**config.mk**
```make
export PLATFORM = sky130hd
export DESIGN_NAME = rx_mod
export DESIGN_NICKNAME = d
export VERILOG_FILES = /design/src/rtl/uart_pkg.sv /design/src/rtl/sync_2ff.sv /design/src/rtl/rx_mod.sv
export SDC_FILE = /design/constraint.sdc
export NUM_CORES = 1
export LEC_CHECK = 0
export CORE_MARGIN = 8
export CORE_UTILIZATION = 50
export DETAILED_ROUTE_END_ITERATION = 7
export MAX_ROUTING_LAYER = met4
export PLACE_DENSITY = 0.8
export SYNTH_ARGS = -nofsm -noshare
export SYNTH_HDL_FRONTEND = slang
export SYNTH_SLANG_ARGS = --single-unit
```
**constraint.sdc**
```tcl
create_clock -name i_clk -period 2 [get_ports i_clk]
set_input_delay 0.4 -clock i_clk [delete_from_list [all_inputs] [get_ports i_clk]]
set_output_delay 0.4 -clock i_clk [all_outputs]
set_load 0.03 [all_outputs]
```
**src/rtl/uart_pkg.sv**
```systemverilog
// uart_pkg: shared UART state encodings and oversampling constants for rx_mod and tx_mod
package uart_pkg;
  typedef logic [1:0] state_t;
  localparam state_t IDLE  = 2'd0;
  localparam state_t START = 2'd1;
  localparam state_t DATA  = 2'd2;
  localparam state_t STOP  = 2'd3;
  localparam int OVERSAMPLE     = 16;
  localparam int MID_TICK       = 7;
  localparam int NB_DATA_DEF    = 8;
  localparam int STOP_TICKS_DEF = 16;
endpackage

```
**src/rtl/sync_2ff.sv**
```systemverilog
// sync_2ff: two-flop synchronizer for asynchronous inputs with a configurable reset value
module sync_2ff #(
  parameter int WIDTH = 1,
  parameter logic [WIDTH-1:0] RST_VAL = '0
) (
  input  logic             i_clk,
  input  logic             i_reset_n,
  input  logic [WIDTH-1:0] i_d,
  output logic [WIDTH-1:0] o_q
);
  logic [WIDTH-1:0] meta_q, sync_q;
  always_ff @(posedge i_clk) begin
    if (!i_reset_n) begin
      meta_q <= RST_VAL;
      sync_q <= RST_VAL;
    end else begin
      meta_q <= i_d;
      sync_q <= meta_q;
    end
  end
  assign o_q = sync_q;
endmodule

```
**src/rtl/rx_mod.sv**
```systemverilog
// rx_mod: UART receiver, 16x oversampled, mid-bit sampling, registered done pulse and framing error
module rx_mod
  import uart_pkg::*;
#(
  parameter int NB_DATA    = NB_DATA_DEF,
  parameter int STOP_TICKS = STOP_TICKS_DEF
) (
  input  logic               i_clk,
  input  logic               i_reset_n,
  input  logic               i_s_tick,
  input  logic               i_rx,
  output logic [NB_DATA-1:0] o_rx_data,
  output logic               o_rx_done_tick,
  output logic               o_frame_err
);
  localparam int BW = $clog2(NB_DATA);
  localparam logic [3:0] MID       = 4'(MID_TICK);
  localparam logic [3:0] LAST      = 4'(OVERSAMPLE - 1);
  localparam logic [3:0] STOP_LAST = 4'(STOP_TICKS - 1);
  localparam logic [BW-1:0] BIT_LAST = BW'(NB_DATA - 1);
  logic rx_s, rx_prev_q;
  state_t state_q, state_d;
  logic [3:0] tick_q, tick_d;
  logic [BW-1:0] bit_q, bit_d;
  logic [NB_DATA-1:0] shift_q, shift_d, data_q, data_d;
  logic done_q, done_d, err_q, err_d;
  sync_2ff #(.WIDTH(1), .RST_VAL(1'b1)) u_sync (
    .i_clk     (i_clk),
    .i_reset_n (i_reset_n),
    .i_d       (i_rx),
    .o_q       (rx_s)
  );
  always_ff @(posedge i_clk) begin
    if (!i_reset_n) begin
      rx_prev_q <= 1'b1;
      state_q   <= IDLE;
      tick_q    <= '0;
      bit_q     <= '0;
      shift_q   <= '0;
      data_q    <= '0;
      done_q    <= 1'b0;
      err_q     <= 1'b0;
    end else begin
      rx_prev_q <= rx_s;
      state_q   <= state_d;
      tick_q    <= tick_d;
      bit_q     <= bit_d;
      shift_q   <= shift_d;
      data_q    <= data_d;
      done_q    <= done_d;
      err_q     <= err_d;
    end
  end
  // only a high-to-low transition starts a frame, so a held-low (break) line is ignored
  always_comb begin
    state_d = state_q;
    tick_d  = tick_q;
    bit_d   = bit_q;
    shift_d = shift_q;
    data_d  = data_q;
    err_d   = err_q;
    done_d  = 1'b0;
    case (state_q)
      IDLE: if (rx_prev_q && !rx_s) begin
        state_d = START;
        tick_d  = '0;
      end
      START: if (i_s_tick) begin
        if (tick_q == MID) begin
          state_d = rx_s ? IDLE : DATA;
          tick_d  = '0;
          bit_d   = '0;
        end else tick_d = tick_q + 4'd1;
      end
      DATA: if (i_s_tick) begin
        if (tick_q == LAST) begin
          tick_d  = '0;
          shift_d = {rx_s, shift_q[NB_DATA-1:1]};
          state_d = (bit_q == BIT_LAST) ? STOP : DATA;
          bit_d   = (bit_q == BIT_LAST) ? bit_q : bit_q + 1'b1;
        end else tick_d = tick_q + 4'd1;
      end
      STOP: if (i_s_tick) begin
        if (tick_q == STOP_LAST) begin
          state_d = IDLE;
          data_d  = shift_q;
          err_d   = ~rx_s;
          done_d  = 1'b1;
        end else tick_d = tick_q + 4'd1;
      end
      default: state_d = IDLE;
    endcase
  end
  assign o_rx_data      = data_q;
  assign o_rx_done_tick = done_q;
  assign o_frame_err    = err_q;
endmodule

```
==> results.json, run 1 <==
{
  "hold_start": "u_sync.meta_q",
  "antenna_left": 0,
  "worst_pin_slew_ns": 0.5053,
  "ctsResizeCount": 0,
  "io_buffer_count": 13,
  "ys_types": 37,
  "p_leak_nw": 0.5243,
  "crit_arrival_ns": 2.04,
  "syn-num-nets": 136,
  "synth_cells": 129,
  "grt_max_degree": 17,
  "path_max_fanout": 8,
  "place_congestion": 0.7995,
  "clock_sinks": 30,
  "critPathLaunchType": "flop",
  "cts-hold-fix-buffers": 0,
  "ys_seq_area_frac": 0.4697,
  "dp.final_hpwl_um": 1808,
  "skew_ns": 0.007757,
  "wl_per_cell_um": 13.78,
  "path_class": "flop to flop",
  "grt_pass1_wl_um": 4050,
  "period_minus_slack_ns": 1.826,
  "die_h_um": 66.57,
  "ys_top_cells_by_count": "dfxtp_1 (30), nor2_1 (20), mux2i_1 (19)",
  "status": "finished, final reports clean",
  "avgSynthCellArea_um2": 9.913,
  "rr_worst_depth": 6,
  "p_clk_frac": 0.357,
  "synthesis.area_um2": 1279,
  "worstPathCellList": "ha_1, nand4_2, nor3b_1, buf_4, mux2i_1, nor2_1",
  "clock-root-buffer": "clkbuf_4",
  "final_max_slew_viol_count": 0,
  "reg2reg_from": "tick_q[0]",
  "powerDensity_nw_per_um2": 685.6,
  "worstPathRequired_ns": 2.21,
  "timing.final.crit_share": 0.9128,
  "ys.flop_type": "dfxtp_1",
  "totalPowerFinal_mw": 1.023,
  "p_int_mw": 0.7939,
  "worst_setup_path_end_kind": "flop",
  "fmax_mhz": 547.8,
  "cts_htree_levels": 2,
  "synth_top_area_share": 0.4697,
  "setup_viol": 0,
  "start_util": 0.5209,
  "hold_end": "u_sync.o_q",
  "cts.reportedPaths.clkPinSlew_ns": 0.09,
  "ys_ff_latch": 30,
  "syn_to_final_growth_pct": 16.73,
  "whs_path_depth": 1,
  "n_antenna_cell": 0,
  "numCtsBuffers": 5,
  "via_per_inst": 5.364,
  "async_flop_share": 0,
  "fin_tns_setup_ns": 0,
  "cts_setup_buffers": 0,
  "nets": 152,
  "grt_pass1_vias": 947,
  "p_sw_frac": 0.2242,
  "cap_violations": 0,
  "crit_start": "tick_q[0]",
  "die_w_um": 66.57,
  "io_pins": 14,
  "core-area_um2": 2455,
  "combinationalPowerShare": 0.048,
  "seq_power_share": 0.595,
  "ir_worst_vdd_mv": 0.4759,
  "finalWirelength_um": 2425,
  "grt_antenna_before_repair": 0,
  "firstDrtPassIters": 4,
  "switching_power_mw": 0.2295,
  "drtIter0Drc": 26,
  "yosysMostFrequentCell": "dfxtp_1",
  "grt_use_total": 0.1219,
  "yosysTopAreaCell": "dfxtp_1",
  "clock_latency_ns": 0.32,
  "rows": 18,
  "grt_setup_unrepaired": "no",
  "cp_slowest_cell": "dfxtp_1",
  "route.detailed.drc": 0,
  "slowest_delay_ns": 0.40,
  "synth_area_leaders": "dfxtp_1 (47%), mux2i_1 (15%), nor2_1 (5.9%), nand2_1 (3.2%), ha_1 (2.9%)",
  "routed-via-count": 944,
  "overflow": 0,
  "slew_headroom": 0.6596,
  "synth_edf_count": 0,
  "yosysWarnings": 0,
  "regToRegSetupSlack_ns": 0.17,
  "drive_gt1_frac": 0.1301,
  "hold_viol_final": 0,
  "cts_tree": "yes",
  "hp-class": "flop to flop",
  "die_area_um2": 4432,
  "r2r_end": "shift_q[5]",
  "cts_buffer_depth": 2
}
-- state kept, by name, indices dropped and copies added (netlist names), named ones only --
register and count:
o_rx_data 8, shift_q 8, tick_q 4, bit_q 3, o_frame_err 1, o_rx_done_tick 1
rx_prev_q 1, state_q 1, u_sync.meta_q 1, u_sync.o_q 1
-- through the flow --
stage | area, µm² | hold slack (ns) | worst slack [ns] | utilization | cells
3_3_place_gp | 1433 | 0.3906 | 0.1177 | 0.5836 | 168
3_5_place_dp | 1433 | 0.3969 | 0.002983 | 0.5836 | 168
5_1_grt | 1493 | 0.4439 | 0.08505 | 0.6081 | 176
6_report | 1493 | 0.4230 | 0.1744 | 0.6081 | 176
2_1_floorplan | 1279 | 0.3863 | 0.4788 | - | 129
4_1_cts | 1493 | 0.4292 | 0.1846 | 0.6081 | 176
-- critical path: cells and delay by family, from the launching register on --
family / cells / cell delay (ns)
mux: 1 / 0.23
flops: 1 / 0.40
fa+ha+maj: 1 / 0.32
simple gates: 3 / 0.53
buf+inv: 1 / 0.24
-- cell usage in the layout, fill, tap and decap left out, drive strengths merged, types with 2 or more instances in the layout --
cell type | synthesis | layout
a211oi | 2 | 2
a31oi | 2 | 2
buf | 4 | 3
clkbuf | 3 | 7
clkdlybuf4s50 | 0 | 13
dfxtp | 30 | 30
ha | 3 | 3
mux2i | 19 | 19
nand2 | 12 | 12
nand2b | 4 | 4
nand3 | 4 | 4
nand4 | 2 | 2
nor2 | 22 | 22
o21ai | 3 | 3
-- routing by layer --
| layer | vias up | global-route usage | wire, µm |
|---|---|---|---|
| met3 | 8 | 0.04195 | 103 |
| met2 | 16 | 0.2043 | 1235 |
| li1 | 484 | - | - |
| met1 | 436 | 0.1202 | 1036 |
| met5 | - | - | 0 |
| met4 | 0 | 0.06933 | 50 |
-- cell families after synthesis --
family | count (synthesis) | synth area share
and+or+nand+nor | 51 | 0.2006
buffers and inverters | 8 | 0.03130
xor gates and xnor gates | 1 | 0.006851
adders and majority gates | 3 | 0.02936
AOI/OAI and AO/OA | 16 | 0.1047
DFF | 30 | 0.4697
muxes | 20 | 0.1575
-- power by group through the flow --
stage | registers, mW | logic [mW] | clock network [mW]
final | 0.609 | 0.0488 | 0.365
after detailed placement | 0.623 | 0.0492 | 0
after CTS | 0.609 | 0.0494 | 0.377
after global placement | 0.623 | 0.0477 | 0
after floorplan | 0.618 | 0.0383 | 0
after global routing | 0.610 | 0.0533 | 0.402
-- worst max path at each step --
stage	end	slack [ns]	cells past startpoint
after global routing	shift_q[7]	0.09	6
after CTS	shift_q[5]	0.18	6
after detailed placement	shift_q[5]	0.003	6
final	shift_q[5]	0.17	6
after floorplan	shift_q[6]	0.48	6
after global placement	shift_q[3]	0.12	6
-- layout make-up --
class	count	area, µm²
clock buffers	7	55.05
well taps	30	37.54
flip-flops and latches	30	600.6
inverters	1	3.754
multi-input cells	91	638.1
fillers	219	962.2
repair buffers	16	152.6
clock inverters	1	5.005
Note: power is estimated with default switching activity, not from simulation.
==> inputs of run 2 (changes only) <==
CORE_MARGIN = 2   (was 8)
MAX_ROUTING_LAYER = not set   (was met4)
SLEW_MARGIN = 30   (was not set)
==> run 2 against run 1 <==
Cell count unchanged. Critical path depth down 5. First-iteration DRC count down 27%. Wire length down 3.6%. Critical endpoint is now o_rx_data[7]. Global-route usage up 7.0 points. Core utilization up 1.7 points. Sequential share of layout area down 1.1 points. Via count up 1.8%. Critical path type is now flop to output port. Clock power up 36%. Flip-flop and latch count unchanged. Highest routed layer unchanged.
==> results.json, run 2 (synthesis gave the netlist of run 1 again) <==
{
  "grt_pass1_wl_um": 3946,
  "clock_latency_ns": 0.33,
  "timing.final.ws_setup_ns": 0.2468,
  "cts_tree": "yes",
  "io_buffer_count": 13,
  "worst_setup_path_end_kind": "output port",
  "die_h_um": 54.57,
  "totalPowerFinal_mw": 1.153,
  "grt_setup_unrepaired": "no",
  "firstDrtPassIters": 4,
  "cp_slowest_cell": "clkdlybuf4s50_1",
  "period_minus_slack_ns": 1.753,
  "start_util": 0.5209,
  "worst_pin_slew_ns": 0.6452,
  "io_pins": 14,
  "path_class": "flop to output port",
  "worstPathRequired_ns": 1.60,
  "route.detailed.drc": 0,
  "top_usage_layer": "met2",
  "skew_ns": 0.01353,
  "cts_buffer_depth": 2,
  "cts_htree_levels": 2,
  "nets": 153,
  "path_max_fanout": 2,
  "final_max_slew_viol_count": 0,
  "ctsResizeCount": 0,
  "grt_util_met2": 0.2912,
  "met3_usage": 0.07377,
  "critPathTopFamily": "buffers and inverters",
  "status": "finished, final reports clean",
  "wl_per_cell_um": 13.28,
  "crit_start": "o_rx_data[7]",
  "drive_gt1_frac": 0.1370,
  "met1_usage": 0.2449,
  "core-area_um2": 2455,
  "overflow": 0,
  "place_congestion": 0.8846,
  "final_common_cell": "dfxtp_1",
  "setup_viol": 0,
  "numCtsBuffers": 5,
  "syn_to_final_growth_pct": 19.96,
  "antenna_left": 0,
  "grt_antenna_before_repair": 0,
  "cp.buffers_inverters": 1,
  "n_antenna_cell": 0,
  "slew_headroom": 0.5694,
  "die_w_um": 54.57,
  "clock_sinks": 30,
  "crit_arrival_ns": 1.35,
  "fmax_mhz": 570.4,
  "die_area_um2": 2978,
  "grt_max_degree": 22,
  "timing.final.crit_share": 0.8766,
  "grt_use_total": 0.1920,
  "hold_start": "u_sync.meta_q",
  "fin_tns_setup_ns": 0,
  "drtIter0Drc": 19,
  "hp-class": "flop to flop",
  "cts_setup_buffers": 0,
  "slowest_delay_ns": 0.68,
  "critPathLaunchType": "flop",
  "worstPathCellList": "clkdlybuf4s50_1",
  "cts-hold-fix-buffers": 0,
  "hold_viol_final": 0,
  "powerDensity_nw_per_um2": 751.9,
  "pre_cts_slack_ns": 0.08793,
  "final_cell_mix": "dfxtp_1 (30), nor2_1 (20), mux2i_1 (19)",
  "routed-via-count": 961,
  "cts.reportedPaths.clkPinSlew_ns": 0.09,
  "clock-root-buffer": "clkbuf_4",
  "rows": 18,
  "p_leak_nw": 0.5408,
  "ir_worst_vdd_mv": 0.8070,
  "dp.final_hpwl_um": 1629,
  "grt_pass1_vias": 871,
  "reg2reg_from": "tick_q[0]",
  "finalWirelength_um": 2337,
  "cap_violations": 0,
  "via_per_inst": 5.460
}
-- run 2: changes by cell type in the layout (fill, tap and decap cells not counted) --
cell	before	now
buf_12	0	1
bufinv_16	0	1
clkbuf_1	1	0
clkinv_2	1	0
-- run 2: path summary, 6_finish.rpt --
path | to | slack, ns | cells after the start
min reg2reg | u_sync.o_q | 0.42 | 1
min | u_sync.o_q | 0.42 | 1
max | o_rx_data[7] | 0.25 | 1
max reg2reg | shift_q[7] | 0.28 | 6
-- run 2: area by class of cell --
type | count | area, µm²
Multi-Input combinational cell | 91 | 638.1
Clock buffer | 6 | 51.30
Fill cell | 211 | 920.9
Timing Repair Buffer | 17 | 172.7
Inverter | 1 | 3.754
Tap cell | 30 | 37.54
Clock inverter | 1 | 30.03
Sequential cell | 30 | 600.6
-- run 2: per-stage QoR --
step / hold WS, ns / instance area (µm²) / std cells / util
2_1_floorplan: 0.3863 / 1279 / 129 / -
3_3_place_gp: 0.3931 / 1453 / 169 / 0.5917
3_5_place_dp: 0.3990 / 1453 / 169 / 0.5917
4_1_cts: 0.4203 / 1534 / 176 / 0.6249
5_1_grt: 0.4405 / 1534 / 176 / 0.6249
6_report: 0.4191 / 1534 / 176 / 0.6249
-- run 2: per-layer routing --
metal / share of wire / up-vias
met5: 0 / -
li1: - / 482
met2: 0.48 / 17
met3: 0.044 / 5
met4: 0.015 / 0
met1: 0.46 / 457
-- run 2: power breakdown --
part | internal (mW) | switching [mW]
clock | 0.291 | 0.205
sequential | 0.602 | 0.00806
combinational | 0.0210 | 0.0263
==> inputs of run 3 (changes only) <==
CTS_CLUSTER_DIAMETER = 40   (was not set)
==> results of run 3 <==
No change in the layout: final DEF, timing and power equal those of run 2.
